`config.mk`:
```
export PLATFORM = sky130hd
export DESIGN_NAME = uart_tx_fifo
export DESIGN_NICKNAME = d
export VERILOG_FILES = /design/src/rtl/uart_tx_fifo.sv
export SDC_FILE = /design/constraint.sdc
export NUM_CORES = 1
export LEC_CHECK = 0
export CAP_MARGIN = 10
export CORE_AREA = 2 2 113 115
export DETAILED_ROUTE_END_ITERATION = 8
export DIE_AREA = 0 0 115 117
export PLACE_DENSITY_LB_ADDON = 0.2
export SYNTH_ARGS = -nofsm -noshare
export SYNTH_HDL_FRONTEND = slang
export SYNTH_SLANG_ARGS = --single-unit
```
`constraint.sdc`:
```
create_clock -name clk -period 7 [get_ports clk]
set_clock_uncertainty 0.15 [all_clocks]
set_input_delay 1.4 -clock clk [delete_from_list [all_inputs] [get_ports clk]]
set_output_delay 1.4 -clock clk [all_outputs]
set_load 0.01 [all_outputs]
```
`src/rtl/uart_tx_fifo.sv`:
```
`timescale 1ns/1ps
`default_nettype none
// ============================================================================
// Module   : uart_tx_fifo
// Purpose  : UART transmitter fed by a small valid/ready input FIFO. Queued
//            words are serialised back-to-back with no idle gap. The baud
//            divisor, parity mode and stop-bit count are latched when each
//            frame starts, so they can be changed freely between frames.
//
// Ports    : clk          - single clock
//            rst_n        - asynchronous active-low reset
//            baud_div     - clock cycles per bit (0 and 1 behave as 2)
//            parity_mode  - 00 none, 01 even, 10 odd, 11 none
//            stop2        - 0 one stop bit, 1 two stop bits
//            s_valid      - input word valid
//            s_ready      - FIFO can accept a word
//            s_data       - character, sent LSB first
//            tx           - serial line, idle high, registered
//            tx_busy      - FSM active or FIFO non-empty
//            tx_done      - one-cycle pulse after each frame's last stop bit
//            fifo_count   - current FIFO occupancy
//
// Config   : define UART_TX_PARITY_EN to build the parity state and honour
//            parity_mode; without it every frame is sent without parity.
//
// Revision : 1.0 - initial release
// ============================================================================
module uart_tx_fifo #(
    parameter int DATA_WIDTH = 8,
    parameter int FIFO_DEPTH = 4,
    parameter int DIV_WIDTH  = 16
) (
    input  logic                        clk,
    input  logic                        rst_n,
    input  logic [DIV_WIDTH-1:0]        baud_div,
    input  logic [1:0]                  parity_mode,
    input  logic                        stop2,
    input  logic                        s_valid,
    output logic                        s_ready,
    input  logic [DATA_WIDTH-1:0]       s_data,
    output logic                        tx,
    output logic                        tx_busy,
    output logic                        tx_done,
    output logic [$clog2(FIFO_DEPTH):0] fifo_count
);

    localparam int c_AW = $clog2(FIFO_DEPTH);
    localparam int c_CW = c_AW + 1;
    localparam int c_BW = $clog2(DATA_WIDTH) + 1;

    localparam logic [c_CW-1:0]      c_FULL     = c_CW'(FIFO_DEPTH);
    localparam logic [c_BW-1:0]      c_LAST_BIT = c_BW'(DATA_WIDTH - 1);
    localparam logic [DIV_WIDTH-1:0] c_MIN_DIV  = DIV_WIDTH'(2);

    localparam logic [2:0] c_ST_IDLE   = 3'd0;
    localparam logic [2:0] c_ST_START  = 3'd1;
    localparam logic [2:0] c_ST_DATA   = 3'd2;
    localparam logic [2:0] c_ST_STOP   = 3'd4;
`ifdef UART_TX_PARITY_EN
    localparam logic [2:0] c_ST_PARITY = 3'd3;
`endif

    // ------------------------------------------------------------------
    // FIFO storage and pointers
    // ------------------------------------------------------------------
    logic [DATA_WIDTH-1:0] r_mem [FIFO_DEPTH];
    logic [c_AW-1:0]       r_wr_ptr;
    logic [c_AW-1:0]       r_rd_ptr;
    logic [c_CW-1:0]       r_count;

    // ------------------------------------------------------------------
    // Transmit state
    // ------------------------------------------------------------------
    logic [2:0]            r_state;
    logic [2:0]            w_state_next;
    logic [DATA_WIDTH-1:0] r_shift;
    logic [DIV_WIDTH-1:0]  r_div;
    logic [DIV_WIDTH-1:0]  r_cyc;
    logic [c_BW-1:0]       r_bitcnt;
    logic                  r_stop2;
    logic                  r_tx;
    logic                  r_done;

    logic                  w_push;
    logic                  w_pop;
    logic                  w_nonempty;
    logic                  w_bit_end;
    logic                  w_frame_end;
    logic [DIV_WIDTH-1:0]  w_div_eff;
    logic [DATA_WIDTH-1:0] w_head;

`ifdef UART_TX_PARITY_EN
    logic                  r_par_en;
    logic                  r_par;
`else
    // Port kept for pin compatibility; nothing consumes it in this build.
    logic                  w_unused_parity;
    assign w_unused_parity = ^parity_mode;
`endif

    assign s_ready    = (r_count < c_FULL);
    assign w_push     = s_valid && s_ready;
    assign w_nonempty = (r_count != '0);
    assign w_head     = r_mem[r_rd_ptr];
    assign w_div_eff  = (baud_div < c_MIN_DIV) ? c_MIN_DIV : baud_div;
    assign w_bit_end  = (r_cyc == r_div - DIV_WIDTH'(1));

    assign tx         = r_tx;
    assign tx_done    = r_done;
    assign tx_busy    = (r_state != c_ST_IDLE) || w_nonempty;
    assign fifo_count = r_count;

    // ------------------------------------------------------------------
    // Next-state logic. A pop always coincides with entry into START,
    // either from IDLE or directly from the end of the previous STOP.
    // ------------------------------------------------------------------
    always_comb begin
        w_state_next = r_state;
        w_pop        = 1'b0;
        w_frame_end  = 1'b0;
        case (r_state)
            c_ST_IDLE: begin
                if (w_nonempty) begin
                    w_state_next = c_ST_START;
                    w_pop        = 1'b1;
                end
            end
            c_ST_START: begin
                if (w_bit_end) w_state_next = c_ST_DATA;
            end
            c_ST_DATA: begin
                if (w_bit_end && (r_bitcnt == c_LAST_BIT)) begin
`ifdef UART_TX_PARITY_EN
                    w_state_next = r_par_en ? c_ST_PARITY : c_ST_STOP;
`else
                    w_state_next = c_ST_STOP;
`endif
                end
            end
`ifdef UART_TX_PARITY_EN
            c_ST_PARITY: begin
                if (w_bit_end) w_state_next = c_ST_STOP;
            end
`endif
            c_ST_STOP: begin
                // Last stop bit is index 0 for one stop bit, 1 for two.
                if (w_bit_end && (r_bitcnt == {{(c_BW-1){1'b0}}, r_stop2})) begin
                    w_frame_end = 1'b1;
                    if (w_nonempty) begin
                        w_state_next = c_ST_START;
                        w_pop        = 1'b1;
                    end else begin
                        w_state_next = c_ST_IDLE;
                    end
                end
            end
            default: w_state_next = c_ST_IDLE;
        endcase
    end

    // ------------------------------------------------------------------
    // FIFO write port (storage is not reset; occupancy guards reads)
    // ------------------------------------------------------------------
    always_ff @(posedge clk) begin
        if (w_push) r_mem[r_wr_ptr] <= s_data;
    end

    always_ff @(posedge clk or negedge rst_n) begin
        if (!rst_n) begin
            r_wr_ptr <= '0;
            r_rd_ptr <= '0;
            r_count  <= '0;
        end else begin
            if (w_push) r_wr_ptr <= r_wr_ptr + c_AW'(1);
            if (w_pop)  r_rd_ptr <= r_rd_ptr + c_AW'(1);
            case ({w_push, w_pop})
                2'b10:   r_count <= r_count + c_CW'(1);
                2'b01:   r_count <= r_count - c_CW'(1);
                default: r_count <= r_count;
            endcase
        end
    end

    // ------------------------------------------------------------------
    // State register, bit timing and serial output
    // ------------------------------------------------------------------
    always_ff @(posedge clk or negedge rst_n) begin
        if (!rst_n) begin
            r_state  <= c_ST_IDLE;
            r_shift  <= '0;
            r_div    <= c_MIN_DIV;
            r_cyc    <= '0;
            r_bitcnt <= '0;
            r_stop2  <= 1'b0;
            r_tx     <= 1'b1;
            r_done   <= 1'b0;
`ifdef UART_TX_PARITY_EN
            r_par_en <= 1'b0;
            r_par    <= 1'b0;
`endif
        end else begin
            r_state <= w_state_next;
            r_done  <= w_frame_end;

            // Frame parameters are captured only at the pop edge.
            if (w_pop) begin
                r_div   <= w_div_eff;
                r_stop2 <= stop2;
`ifdef UART_TX_PARITY_EN
                r_par_en <= (parity_mode == 2'b01) || (parity_mode == 2'b10);
                r_par    <= (^w_head) ^ (parity_mode == 2'b10);
`endif
            end

            if (w_pop) begin
                r_shift <= w_head;
            end else if ((r_state == c_ST_DATA) && w_bit_end) begin
                r_shift <= r_shift >> 1;
            end

            if (w_state_next != r_state) begin
                r_cyc    <= '0;
                r_bitcnt <= '0;
            end else if (r_state != c_ST_IDLE) begin
                if (w_bit_end) begin
                    r_cyc    <= '0;
                    r_bitcnt <= r_bitcnt + c_BW'(1);
                end else begin
                    r_cyc    <= r_cyc + DIV_WIDTH'(1);
                end
            end

            if (w_state_next != r_state) begin
                case (w_state_next)
                    c_ST_START:  r_tx <= 1'b0;
                    c_ST_DATA:   r_tx <= r_shift[0];
`ifdef UART_TX_PARITY_EN
                    c_ST_PARITY: r_tx <= r_par;
`endif
                    default:     r_tx <= 1'b1;
                endcase
            end else if ((r_state == c_ST_DATA) && w_bit_end) begin
                // Next data bit is the one about to shift into position 0.
                r_tx <= r_shift[1];
            end
        end
    end

endmodule
`default_nettype wire

```
==> summary.md <==
| Metric | Value |
|---|---|
| Status | `completed` |
| Relative slew slack | `a little over two fifths` |
| Worst Path Arrival | `5.18 ns` |
| Initial antenna violation count | `0` |
| R2r endpoint | `fifo_count[2]` |
| Most frequent cell after synthesis | `dfrtp_1` |
| Worst-Margin Slew | `0.8546 ns` |
| IO Pins | `37` |
| CP Max Fanout | `24` |
| R2R Setup Slk | `~1.9 ns` |
| Overall routing resource usage | `~16%` |
| Setup TNS | `0 ns` |
| Final hold viol count | `0` |
| Full die area | `~13000 um^2` |
| WL final | `around 9.4 mm` |
| EDFF count, synth | `32` |
| CTS H-Tree Depth | `3` |
| Netlist cell types | `a little under 70` |
| Die height | `roughly 120 um` |
| Worst setup EP type | `register` |
| RSZ-0062 raised after global routing | `no` |
| Layout cells sized above 1 | `roughly 15%` |
| Worst EP required | `a little over 7 ns` |
| Static Leak | `~2.3 nW` |
| Fill count | `roughly 1100` |
| Post-DR vias/cell | `about 5.4` |
| P&R area growth vs syn | `15.84%` |
| # diodes | `0` |
| Fin nets | `around 470` |
| Maxcap violations | `0` |
| Largest net degree at the start of global routing | `58` |
| CP startpoint kind | `register` |
| FMAX | `0.1977 GHz` |
| Worst hold slack | `roughly 0.36 ns` |
| Congestion Overflow GR | `0` |
| DP Cell Count | `approximately 570` |
| Reg2reg start | `r_div[0]` |
| Number of remaining DRC errors | `0` |
| Cell Area, Synth | `4772 um^2` |
| CTS tree | `yes` |
| Max Slew Vio Count | `0` |
| Antenna viol nets, final | `0` |
| HP Start | `r_shift[7]` |
| Post-synth top cells | `55 x dfrtp_1, 32 x edfxtp_1, 32 x nor2_1` |
| Wire length per cell | `~16 um` |
| Vias post-DR | `between 3000 and 4000` |
| Clk_lat worst skew | `approximately 0.35 ns` |
| Dominant cells by area after synthesis | `dfrtp_1 29%, edfxtp_1 20%, xor2_1 5.0%` |
| Root Buffer | `clkbuf_16` |
| Min-delay worst type | `register to register` |
| Pwr per Cell Area | `roughly 370 nW/um^2` |
| Post-Syn Instances | `between 300 and 400` |
| Synthesis warning total | `0` |
| FP Rows | `41` |
| Post-cts resize count | `0` |
| Flops & latches, synth | `between 80 and 90` |
| CORE AREA | `12310 um^2` |
| I/O Buffers | `34` |
| Final Total Pwr | `about 2.0 mW` |
| Hold Path End | `r_shift[6]` |
| Post-synth top area cell | `dfrtp_1` |
| IR drop worst, VDD | `0.1961 mV` |
| Placer Congestion | `around 0.80` |
| Final cell count without fillers | `~580` |
| Hold Path Depth | `1` |
| Post-layout minimum cycle time | `around 5.1 ns` |
| Clock transition at path regs | `roughly 0.060 ns` |
| Worst reg2reg path depth | `16` |
| Die W | `~120 um` |
| Crit path kind | `register to register` |
| Post-CTS Hold Fix Bufs | `0` |
| Final WS setup | `approximately 1.9 ns` |
| Post-synth ARST share | `approximately 64%` |
| Vias in the first global route | `around 3200` |
| Setup bufs post-CTS | `0` |
| Iteration-0 DRC Markers | `162` |
| Ys flop type | `dfrtp_1` |
| Post-route clock period utilization | `between 70% and 80%` |
| Mapped Avg Cell Area | `12.02 um^2` |
| Syn_nets | `around 440` |
| CTS Buffer Depth | `2` |
| Final HPWL DP | `6.771 mm` |
| Final setup fails | `0` |
| Share of the synthesized area in the top cell type | `between 20% and 30%` |
| Pre-CTS setup slack | `approximately 1.9 ns` |
| Clock sink count | `89` |
| Post-synthesis sequential area ratio | `~50%` |
| TritonCTS buffer count | `9` |
| Initial Util | `~39%` |
| First-pass GRT wire length | `16.07 mm` |
| TritonRoute pass-1 iters | `4` |
[cells by family (layout without fill, tap and decap cells)]
logic type	Yosys count	after routing	synth area share, %
mux	34	34	11.04
buf+inv	38	73	3.854
xor+xnor	43	43	7.892
fa+ha+maj	9	9	2.517
simple gates	136	136	16.91
flops	89	89	50.08
compound gates	48	48	7.709
[stage by stage]
step | util [%] | area [um^2]
after global routing | 44.90 | 5528
after CTS | 44.90 | 5528
after global placement | 42.25 | 5201
after floorplan | - | 4772
final | 44.90 | 5528
after detailed placement | 42.25 | 5201
[flip-flops by register name (all words and copies together) (netlist names), 2 cells and up]
signal and count:
r_mem 32, r_cyc 16, r_div 16, r_shift 8
r_bitcnt 4, fifo_count 3, r_state 3, r_rd_ptr 2
r_wr_ptr 2
[power breakdown]
group          internal (mW)  leakage (nW)  switching, mW  total (mW)
clock                  0.316         0.160          0.208       0.524
combinational          0.343          1.12          0.283       0.626
sequential             0.687          1.00          0.196       0.883
total                   1.35          2.28          0.686        2.03
[critical path, cell delays in order, from the launching register on]
cell,delay (ns)
dfrtp_1,0.48
inv_1,0.13
ha_1,0.29
nor4b_2,0.55
and4_1,0.28
o32ai_1,0.09
or4_4,0.54
nor4_4,0.75
a21o_4,0.28
nand2_4,0.25
inv_1,0.16
ha_1,0.20
inv_1,0.06
fa_1,0.37
xor2_1,0.15
nor2_1,0.12
xnor2_1,0.12
[how the worst max path moves through the flow]
stage,from,endpoint,cells after the start
2_1_floorplan,r_div[0],fifo_count[2],18
3_3_place_gp,r_div[0],fifo_count[2],16
3_5_place_dp,r_div[0],fifo_count[2],16
4_1_cts,r_div[0],fifo_count[2],16
5_1_grt,r_div[0],fifo_count[2],16
6_report,r_div[0],fifo_count[2],16
[placed cells by master (no fill, tap or decap), drive strengths merged, types with 9 or more instances in the layout]
master         instances
nor3                  10
mux2                  24
inv                   24
nand3                 10
clkbuf                 9
nor4                   9
o21ai                  9
xnor2                 16
nand2                 20
clkdlybuf4s50         33
and3                  13
nor2                  32
edfxtp                32
xor2                  27
dfrtp                 55
[metal layers]
layer / share of wire [%] / GRT usage (%)
met2: 50 / 26.78
met5: 0 / 0
met3: 3.3 / 4.119
met1: 45 / 18.99
met4: 2.1 / 6.426
[area by class of cell]
class / instances / area [um^2] / share of cell area [%]
timing repair buffer: 35 / 342.8 / 6.202
multi-input combinational: 270 / 2198 / 39.77
tap: 150 / 187.7 / 3.395
clock inverter: 7 / 101.3 / 1.833
inverter: 22 / 82.58 / 1.494
clock buffer: 9 / 225.2 / 4.074
sequential: 89 / 2390 / 43.23
No activity file was read; power rests on OpenSTA's default activity.
